**src/rtl/led_pattern_scheduler_pkg.sv**
```systemverilog
// Shared encodings for the LED pattern scheduler.
// Optional pause input is enabled by LED_PAUSE_EN.
package led_sched_pkg;

  localparam logic [1:0] MODE_SHIFT_L = 2'd0;
  localparam logic [1:0] MODE_SHIFT_R = 2'd1;
  localparam logic [1:0] MODE_BOUNCE  = 2'd2;
  localparam logic [1:0] MODE_BLINK   = 2'd3;

  localparam logic [1:0] ST_IDLE = 2'd0;
  localparam logic [1:0] ST_RUN  = 2'd1;
  localparam logic [1:0] ST_PEND = 2'd2;

  localparam logic [3:0] STEPS_SHIFT_L = 4'd5;
  localparam logic [3:0] STEPS_SHIFT_R = 4'd5;
  localparam logic [3:0] STEPS_BOUNCE  = 4'd8;
  localparam logic [3:0] STEPS_BLINK   = 4'd2;

  // Index of the boundary step of a mode's cycle.
  function automatic logic [2:0] last_step(
    input logic [1:0] m
  );
    logic [3:0] n;
    n = STEPS_SHIFT_L;
    unique case (1'b1)
      (m == MODE_SHIFT_L): n = STEPS_SHIFT_L;
      (m == MODE_SHIFT_R): n = STEPS_SHIFT_R;
      (m == MODE_BOUNCE):  n = STEPS_BOUNCE;
      (m == MODE_BLINK):   n = STEPS_BLINK;
      default:             n = STEPS_SHIFT_L;
    endcase
    return 3'(n - 4'd1);
  endfunction

endpackage

```
**src/rtl/led_pattern_scheduler_if.sv**
```systemverilog
// Mode-change request/acknowledge handshake bundle.
// Unaffected by LED_PAUSE_EN.
interface led_pattern_scheduler_if;

  logic       mode_req;
  logic [1:0] mode_sel;
  logic       mode_busy;
  logic       mode_ack;

  modport master (
    output mode_req,
    output mode_sel,
    input  mode_busy,
    input  mode_ack
  );

  modport slave (
    input  mode_req,
    input  mode_sel,
    output mode_busy,
    output mode_ack
  );

endinterface

```
**src/rtl/led_pattern_scheduler_tick_gen.sv**
```systemverilog
// Prescaler producing a registered one-cycle step enable.
// LED_PAUSE_EN adds a pause input that freezes the count.
module tick_gen #(
  parameter int unsigned TICK_DIV = 50_000_000
) (
  input  logic clk,
  input  logic reset,
`ifdef LED_PAUSE_EN
  input  logic pause,
`endif
  output logic tick
);

  localparam int unsigned CW = (TICK_DIV > 2) ? $clog2(TICK_DIV) : 1;
  localparam logic [CW-1:0] LAST = CW'(TICK_DIV - 1);

  logic [CW-1:0] r_cnt;
  logic          r_tick;
  logic          w_hold;

`ifdef LED_PAUSE_EN
  assign w_hold = pause;
`else
  assign w_hold = 1'b0;
`endif

  always_ff @(posedge clk or negedge reset) begin
    if (!reset) begin
      r_cnt  <= '0;
      r_tick <= 1'b0;
    end else if (w_hold) begin
      r_tick <= 1'b0;
    end else if (r_cnt == LAST) begin
      r_cnt  <= '0;
      r_tick <= 1'b1;
    end else begin
      r_cnt  <= r_cnt + CW'(1);
      r_tick <= 1'b0;
    end
  end

  assign tick = r_tick;

endmodule

```
**src/rtl/led_pattern_scheduler.sv**
```systemverilog
// LED animation sequencer with boundary-aligned mode switching.
// Define LED_PAUSE_EN to add the pause input.
module led_pattern_scheduler
  import led_sched_pkg::*;
#(
  parameter int unsigned TICK_DIV = 50_000_000,
  parameter int unsigned LED_W    = 5
) (
  input  logic                 clk,
  input  logic                 reset,
`ifdef LED_PAUSE_EN
  input  logic                 pause,
`endif
  led_pattern_scheduler_if.slave mode_if,
  output logic [1:0]           cur_mode,
  output logic                 step_tick,
  output logic [LED_W-1:0]     led
);

  function automatic logic [LED_W-1:0] pattern(
    input logic [1:0] m,
    input logic [2:0] s
  );
    int p;
    logic [LED_W-1:0] v;
    v = '0;
    p = 0;
    unique case (1'b1)
      (m == MODE_SHIFT_L): v = LED_W'(1) << s;
      (m == MODE_SHIFT_R): v = LED_W'(1) << (LED_W - 1 - int'(s));
      (m == MODE_BOUNCE): begin
        p = (int'(s) < int'(LED_W)) ? int'(s)
                                    : (2 * LED_W - 2 - int'(s));
        v = LED_W'(1) << p;
      end
      (m == MODE_BLINK): v = (s == 3'd0) ? '1 : '0;
      default:           v = '0;
    endcase
    return v;
  endfunction

  logic [1:0]       r_state;
  logic [1:0]       r_mode;
  logic [1:0]       r_pend;
  logic [2:0]       r_step;
  logic             r_run;
  logic             r_busy;
  logic             r_ack;
  logic [LED_W-1:0] r_led;

  logic             w_tick;
  logic             w_last;
  logic [2:0]       w_next;

  tick_gen #(
    .TICK_DIV (TICK_DIV)
  ) u_tick (
    .clk   (clk),
    .reset (reset),
`ifdef LED_PAUSE_EN
    .pause (pause),
`endif
    .tick  (w_tick)
  );

  assign w_last = (r_step == last_step(r_mode));
  assign w_next = w_last ? 3'd0 : r_step + 3'd1;

  always_ff @(posedge clk or negedge reset) begin
    if (!reset) begin
      r_state <= ST_IDLE;
      r_mode  <= MODE_SHIFT_L;
      r_pend  <= MODE_SHIFT_L;
      r_step  <= '0;
      r_run   <= 1'b0;
      r_busy  <= 1'b0;
      r_ack   <= 1'b0;
      r_led   <= '0;
    end else begin
      r_ack <= 1'b0;
      unique case (1'b1)
        (r_state == ST_IDLE): begin
          if (w_tick) begin
            r_step  <= '0;
            r_led   <= pattern(r_mode, 3'd0);
            r_run   <= 1'b1;
            r_state <= ST_RUN;
          end
          if (mode_if.mode_req) begin
            r_pend  <= mode_if.mode_sel;
            r_busy  <= 1'b1;
            r_state <= ST_PEND;
          end
        end
        (r_state == ST_RUN): begin
          if (w_tick) begin
            r_step <= w_next;
            r_led  <= pattern(r_mode, w_next);
          end
          if (mode_if.mode_req) begin
            r_pend  <= mode_if.mode_sel;
            r_busy  <= 1'b1;
            r_state <= ST_PEND;
          end
        end
        (r_state == ST_PEND): begin
          // A request taken in IDLE must first show step 0 of the old mode.
          if (w_tick) begin
            if (!r_run) begin
              r_step <= '0;
              r_led  <= pattern(r_mode, 3'd0);
              r_run  <= 1'b1;
            end else if (w_last) begin
              r_mode  <= r_pend;
              r_step  <= '0;
              r_led   <= pattern(r_pend, 3'd0);
              r_busy  <= 1'b0;
              r_ack   <= 1'b1;
              r_state <= ST_RUN;
            end else begin
              r_step <= w_next;
              r_led  <= pattern(r_mode, w_next);
            end
          end
        end
        default: r_state <= ST_IDLE;
      endcase
    end
  end

  assign mode_if.mode_busy = r_busy;
  assign mode_if.mode_ack  = r_ack;
  assign cur_mode          = r_mode;
  assign step_tick         = w_tick;
  assign led               = r_led;

endmodule

```
**src/flat_wrapper.sv**
```systemverilog
// flat-port wrapper written by rule: the top's interface ports become plain ports
module led_pattern_scheduler_flat import led_sched_pkg::*;
#(
  parameter int unsigned TICK_DIV = 50_000_000,
  parameter int unsigned LED_W    = 5
)
  (clk, reset, cur_mode, step_tick, led, mode_if_mode_req, mode_if_mode_sel, mode_if_mode_busy, mode_if_mode_ack);
  led_pattern_scheduler_if mode_if_i ();
  input  logic clk;
  input  logic reset;
  output logic [1:0] cur_mode;
  output logic step_tick;
  output logic [LED_W-1:0] led;
  input wire logic [$bits(mode_if_i.mode_req)-1:0] mode_if_mode_req;
  input wire logic [$bits(mode_if_i.mode_sel)-1:0] mode_if_mode_sel;
  output wire logic [$bits(mode_if_i.mode_busy)-1:0] mode_if_mode_busy;
  output wire logic [$bits(mode_if_i.mode_ack)-1:0] mode_if_mode_ack;
  assign mode_if_i.mode_req = mode_if_mode_req;
  assign mode_if_i.mode_sel = mode_if_mode_sel;
  assign mode_if_mode_busy = mode_if_i.mode_busy;
  assign mode_if_mode_ack = mode_if_i.mode_ack;
  led_pattern_scheduler #(.TICK_DIV(TICK_DIV), .LED_W(LED_W)) u_core (.clk(clk), .reset(reset), .mode_if(mode_if_i), .cur_mode(cur_mode), .step_tick(step_tick), .led(led));
endmodule
```
**config.mk**
```make
export PLATFORM = sky130hd
export DESIGN_NAME = led_pattern_scheduler_flat
export DESIGN_NICKNAME = d
export VERILOG_FILES = /design/src/rtl/led_pattern_scheduler_pkg.sv /design/src/rtl/led_pattern_scheduler_if.sv /design/src/rtl/led_pattern_scheduler_tick_gen.sv /design/src/rtl/led_pattern_scheduler.sv /design/src/flat_wrapper.sv
export SDC_FILE = /design/constraint.sdc
export NUM_CORES = 1
export LEC_CHECK = 0
export BUFFER_PORTS_ARGS = -buffer_cell sky130_fd_sc_hd__buf_2
export CORE_UTILIZATION = 50
export CTS_BUF_LIST = sky130_fd_sc_hd__clkbuf_4 sky130_fd_sc_hd__clkbuf_8 sky130_fd_sc_hd__clkbuf_16
export CTS_CLUSTER_SIZE = 24
export DETAILED_ROUTE_END_ITERATION = 10
export PLACE_DENSITY = 0.67
export REMOVE_ABC_BUFFERS = 1
export SLEW_MARGIN = 30
export SYNTH_ARGS = -nofsm -noshare
export SYNTH_HDL_FRONTEND = slang
export SYNTH_SLANG_ARGS = --single-unit
```
**constraint.sdc**
```tcl
create_clock -name clk -period 5.01 [get_ports clk]
set_input_delay 0.7515 -clock clk [delete_from_list [all_inputs] [get_ports clk]]
set_output_delay 0.7515 -clock clk [all_outputs]
set_load 0.01 [all_outputs]
```
==> impl_metrics.py <==
metrics = {
    "placement": {
        "placed_cells": 367,
        "placement_setup_slack_ps": 1477,
        "detailed_place.area_um2": 2804,
        "hpwl_um": 3958,
        "portBuffers": 14,
        "place_congestion": 0.8910,
    },
    "sta": {
        "clock_skew_ps": 2.311,
        "setup_viol": 0,
        "setup_tns_ps": 0,
        "finalHoldViolations": 0,
        "max_slew.worst_pin.slew_ps": 752.4,
        "slew_viol_final": 0,
        "finalCriticalPeriod_ps": 3583,
        "worst_slack_ps": 1427,
        "period_share_pct": 71.52,
        "grt_setup_unrepaired": "false",
        "achievable_frequency_mhz": 279.1,
        "max_slew_margin_pct": 49.37,
    },
    "clock_tree": {
        "clock-sinks": 44,
        "path_clk_slew_ps": 80,
        "maximum_buffer_depth_of_the_clock_tree": 2,
        "htree_num_levels": 2,
        "cts_tree": "yes",
        "ctsHoldBuffers": 0,
        "cts_root_buf": "sky130_fd_sc_hd__clkbuf_8",
        "tritoncts.num_buffers": 5,
        "postCtsSetupRepairBufs": 0,
        "cts.repair.resized": 0,
        "clk-insertion-delay-late_ps": 280,
    },
    "drt": {
        "drc": 0,
        "drt-initial-drc-count": 210,
        "postRouteAntennaNets": 0,
        "overall_via_count_from_detail_route": 2179,
        "routed_wl_um": 5387,
        "route.detailed.vias_per_inst": 5.811,
        "detail_route.first_pass.iterations": 4,
        "routedWlPerCell_um": 14.37,
    },
    "hold_path": {
        "hold_path_class": "in2async",
    },
    "floorplan": {
        "num_io_pins": 15,
        "core_outline_area_um2": 5140,
        "die_width_um": 75.35,
        "fp.dieH_um": 75.35,
        "fp.dieArea_um2": 5678,
        "initial_standard_cell_utilization_of_the_core_pct": 52.34,
        "number_of_placement_rows": 26,
    },
    "power": {
        "comb_power_share_pct": 37.2,
        "power_report.internal_total_uw": 713.9,
        "peakVddDrop_mv": 0.2091,
        "seq_power_share_pct": 38.9,
        "switching_share_pct": 36.61,
        "power_per_cell_area_nw_per_um2": 386.3,
        "report.power.total_mw": 1.126,
        "p_switching_uw": 412.3,
        "clock_power_share_pct": 23.9,
        "total_leakage_power_nw": 1.255,
    },
    "logic_synthesis": {
        "synth.largest_area_cell": "sky130_fd_sc_hd__dfrtp_1",
        "cell_with_the_most_instances_after_synthesis": "sky130_fd_sc_hd__dfrtp_1",
        "synth.yosys.warnings": 0,
        "top_post_synthesis_cells_by_area": "sky130_fd_sc_hd__dfrtp_1 41%, sky130_fd_sc_hd__ha_1 5.6%, sky130_fd_sc_hd__nor2_1 4.2%",
        "synth_enable_flop_cells": 0,
        "netlist_top_cells_count": "44 x sky130_fd_sc_hd__dfrtp_1, 30 x sky130_fd_sc_hd__nor2_1, 27 x sky130_fd_sc_hd__nand2_1",
        "synth_sequential_area_ratio_pct": 40.93,
        "synth_area_um2": 2690,
        "post_synthesis_instance_total": 291,
        "yosysUniqueCellTypes": 56,
        "ys_ff_latch": 44,
        "synth_top_area_share_pct": 40.93,
        "syn_area_per_cell_um2": 9.244,
        "ys_dominant_reg_cell": "sky130_fd_sc_hd__dfrtp_1",
        "asyncSetResetFlopFracSynth_pct": 100.0,
    },
    "global_routing": {
        "total_grt_overflow": 0,
        "pin_count_of_the_biggest_net_entering_global_routing": 45,
        "grt.met3_usage_pct": 3.439,
        "grt_first_pass_wirelength_um": 9128,
        "grt_antenna_before_repair": 0,
        "global_route.usage.met1_pct": 29.44,
        "globalRoute.busiestLayer": "met2",
        "grt_pass1_vias": 1951,
        "global_route.usage.met2_pct": 33.73,
        "grtUsageTotal_pct": 21.27,
    },
    "setup_path": {
        "critPathLaunchType": "flip-flop",
        "path_delay_family": "simple AND/OR/NAND/NOR gates",
        "buffers_plus_inverters_on_the_worst_setup_path": 1,
        "cp_max_fo": 9,
        "crit_slowest_cell": "sky130_fd_sc_hd__or4_1",
        "timing.reg2reg.worst_path_depth": 13,
        "most_common_cell_on_crit_path": "sky130_fd_sc_hd__ha_1",
        "setup.worst_path.class": "reg2reg",
        "crit_chain": "inv_1, ha_1, xor2_1, o22ai_1, nor2_1, nand2_1, ha_1, ha_1, o21ai_0, a311oi_1, or4_1, nor3_1, a31o_1",
        "max_stage_delay_ps": 540,
        "critical_path_data_arrival_time_ps": 3810,
        "required_arrival_time_at_the_worst_endpoint_ps": 5240,
        "path_depth": 13,
        "crit_path_end_kind": "flip-flop",
    },
    "layout": {
        "proportion_of_layout_cells_with_a_drive_suffix_above_1_pct": 12.46,
        "finalInstanceArea_um2": 2915,
        "finalNetCount": 321,
        "instances_no_fill": 375,
        "area_growth_pct": 8.372,
        "antennaDiodeCount": 0,
    },
    "run_status": {
        "outcome": "finished, final reports clean",
    },
    "run": {
        "cap_viol_max_count": 0,
    },
}
[cells by family (layout without fill, tap and decap cells)]
logic type	Yosys count	count (layout)	share of synthesized area, %
simple gates	121	121	24.00
buf+inv	21	35	3.674
fa+ha+maj	12	12	5.581
xor+xnor	24	24	7.814
mux	4	4	1.674
flops	44	44	40.93
compound gates	65	65	16.33
[through the flow]
step / hold WS, ps / util, %
2_1_floorplan: 455.9 / -
3_3_place_gp: 481.2 / 54.50
3_5_place_dp: 481.9 / 54.55
4_1_cts: 464.6 / 56.72
5_1_grt: 486.5 / 56.72
6_report: 425.1 / 56.72
[area by class of cell]
cell class | instances | area [µm²]
Clock buffer | 6 | 76.32
Clock inverter | 2 | 35.03
Fill cell | 473 | 2225
Inverter | 12 | 45.04
Multi-Input combinational cell | 226 | 1490
Sequential cell | 44 | 1101
Tap cell | 70 | 87.58
Timing Repair Buffer | 15 | 80.08
[path summary, 6_finish.rpt]
kind,from,to,slack (ps)
worst min register to register,u_core.u_tick.r_cnt[18],u_core.u_tick.r_cnt[18],500
worst min-delay path,reset,u_core.r_step[2],430
worst max register to register,u_core.cur_mode[0],u_core.led[1],1430
max in group asynchronous,reset,u_core.u_tick.r_cnt[16],4190
worst max-delay path,u_core.cur_mode[0],u_core.led[1],1430
min in group clk,u_core.u_tick.r_cnt[18],u_core.u_tick.r_cnt[18],500
[layout by cell type, fill, tap and decap left out, drive strengths merged, types with 3 or more instances in the layout]
master    n
clkbuf    6
dfrtp    44
xnor2    12
nand3    18
nor4      5
mux2      4
nand2    27
xor2     12
and3      6
or3       3
o22ai     4
nand4     9
o2111ai   4
nor3      4
a21oi    14
buf      15
inv      12
ha       12
o21ai    20
a31oi     3
o221ai    3
nor2     31
[per-layer routing]
| metal | share of wire, % | vias up |
|---|---|---|
| met2 | 49 | 43 |
| met3 | 3.0 | 8 |
| met1 | 47 | 1048 |
| li1 | - | 1080 |
| met5 | 0 | - |
| met4 | 1.5 | 0 |
[state kept, by name (all words and copies together), names as in the netlist]
signal / count
u_core.u_tick.r_cnt: 26
u_core.led: 5
u_core.r_step: 3
u_core.cur_mode: 2
u_core.r_pend: 2
u_core.r_state: 2
u_core.mode_if.mode_ack: 1
u_core.mode_if.mode_busy: 1
u_core.r_run: 1
u_core.u_tick.tick: 1
[power by group through the flow]
stage	Combinational, mW	Sequential, mW	Clock [mW]
5_1_grt	0.473	0.446	0.297
6_report	0.419	0.438	0.269
2_1_floorplan	0.308	0.442	0
3_3_place_gp	0.420	0.446	0
4_1_cts	0.417	0.439	0.280
3_5_place_dp	0.416	0.446	0
No activity file was read; power rests on OpenSTA's default activity.
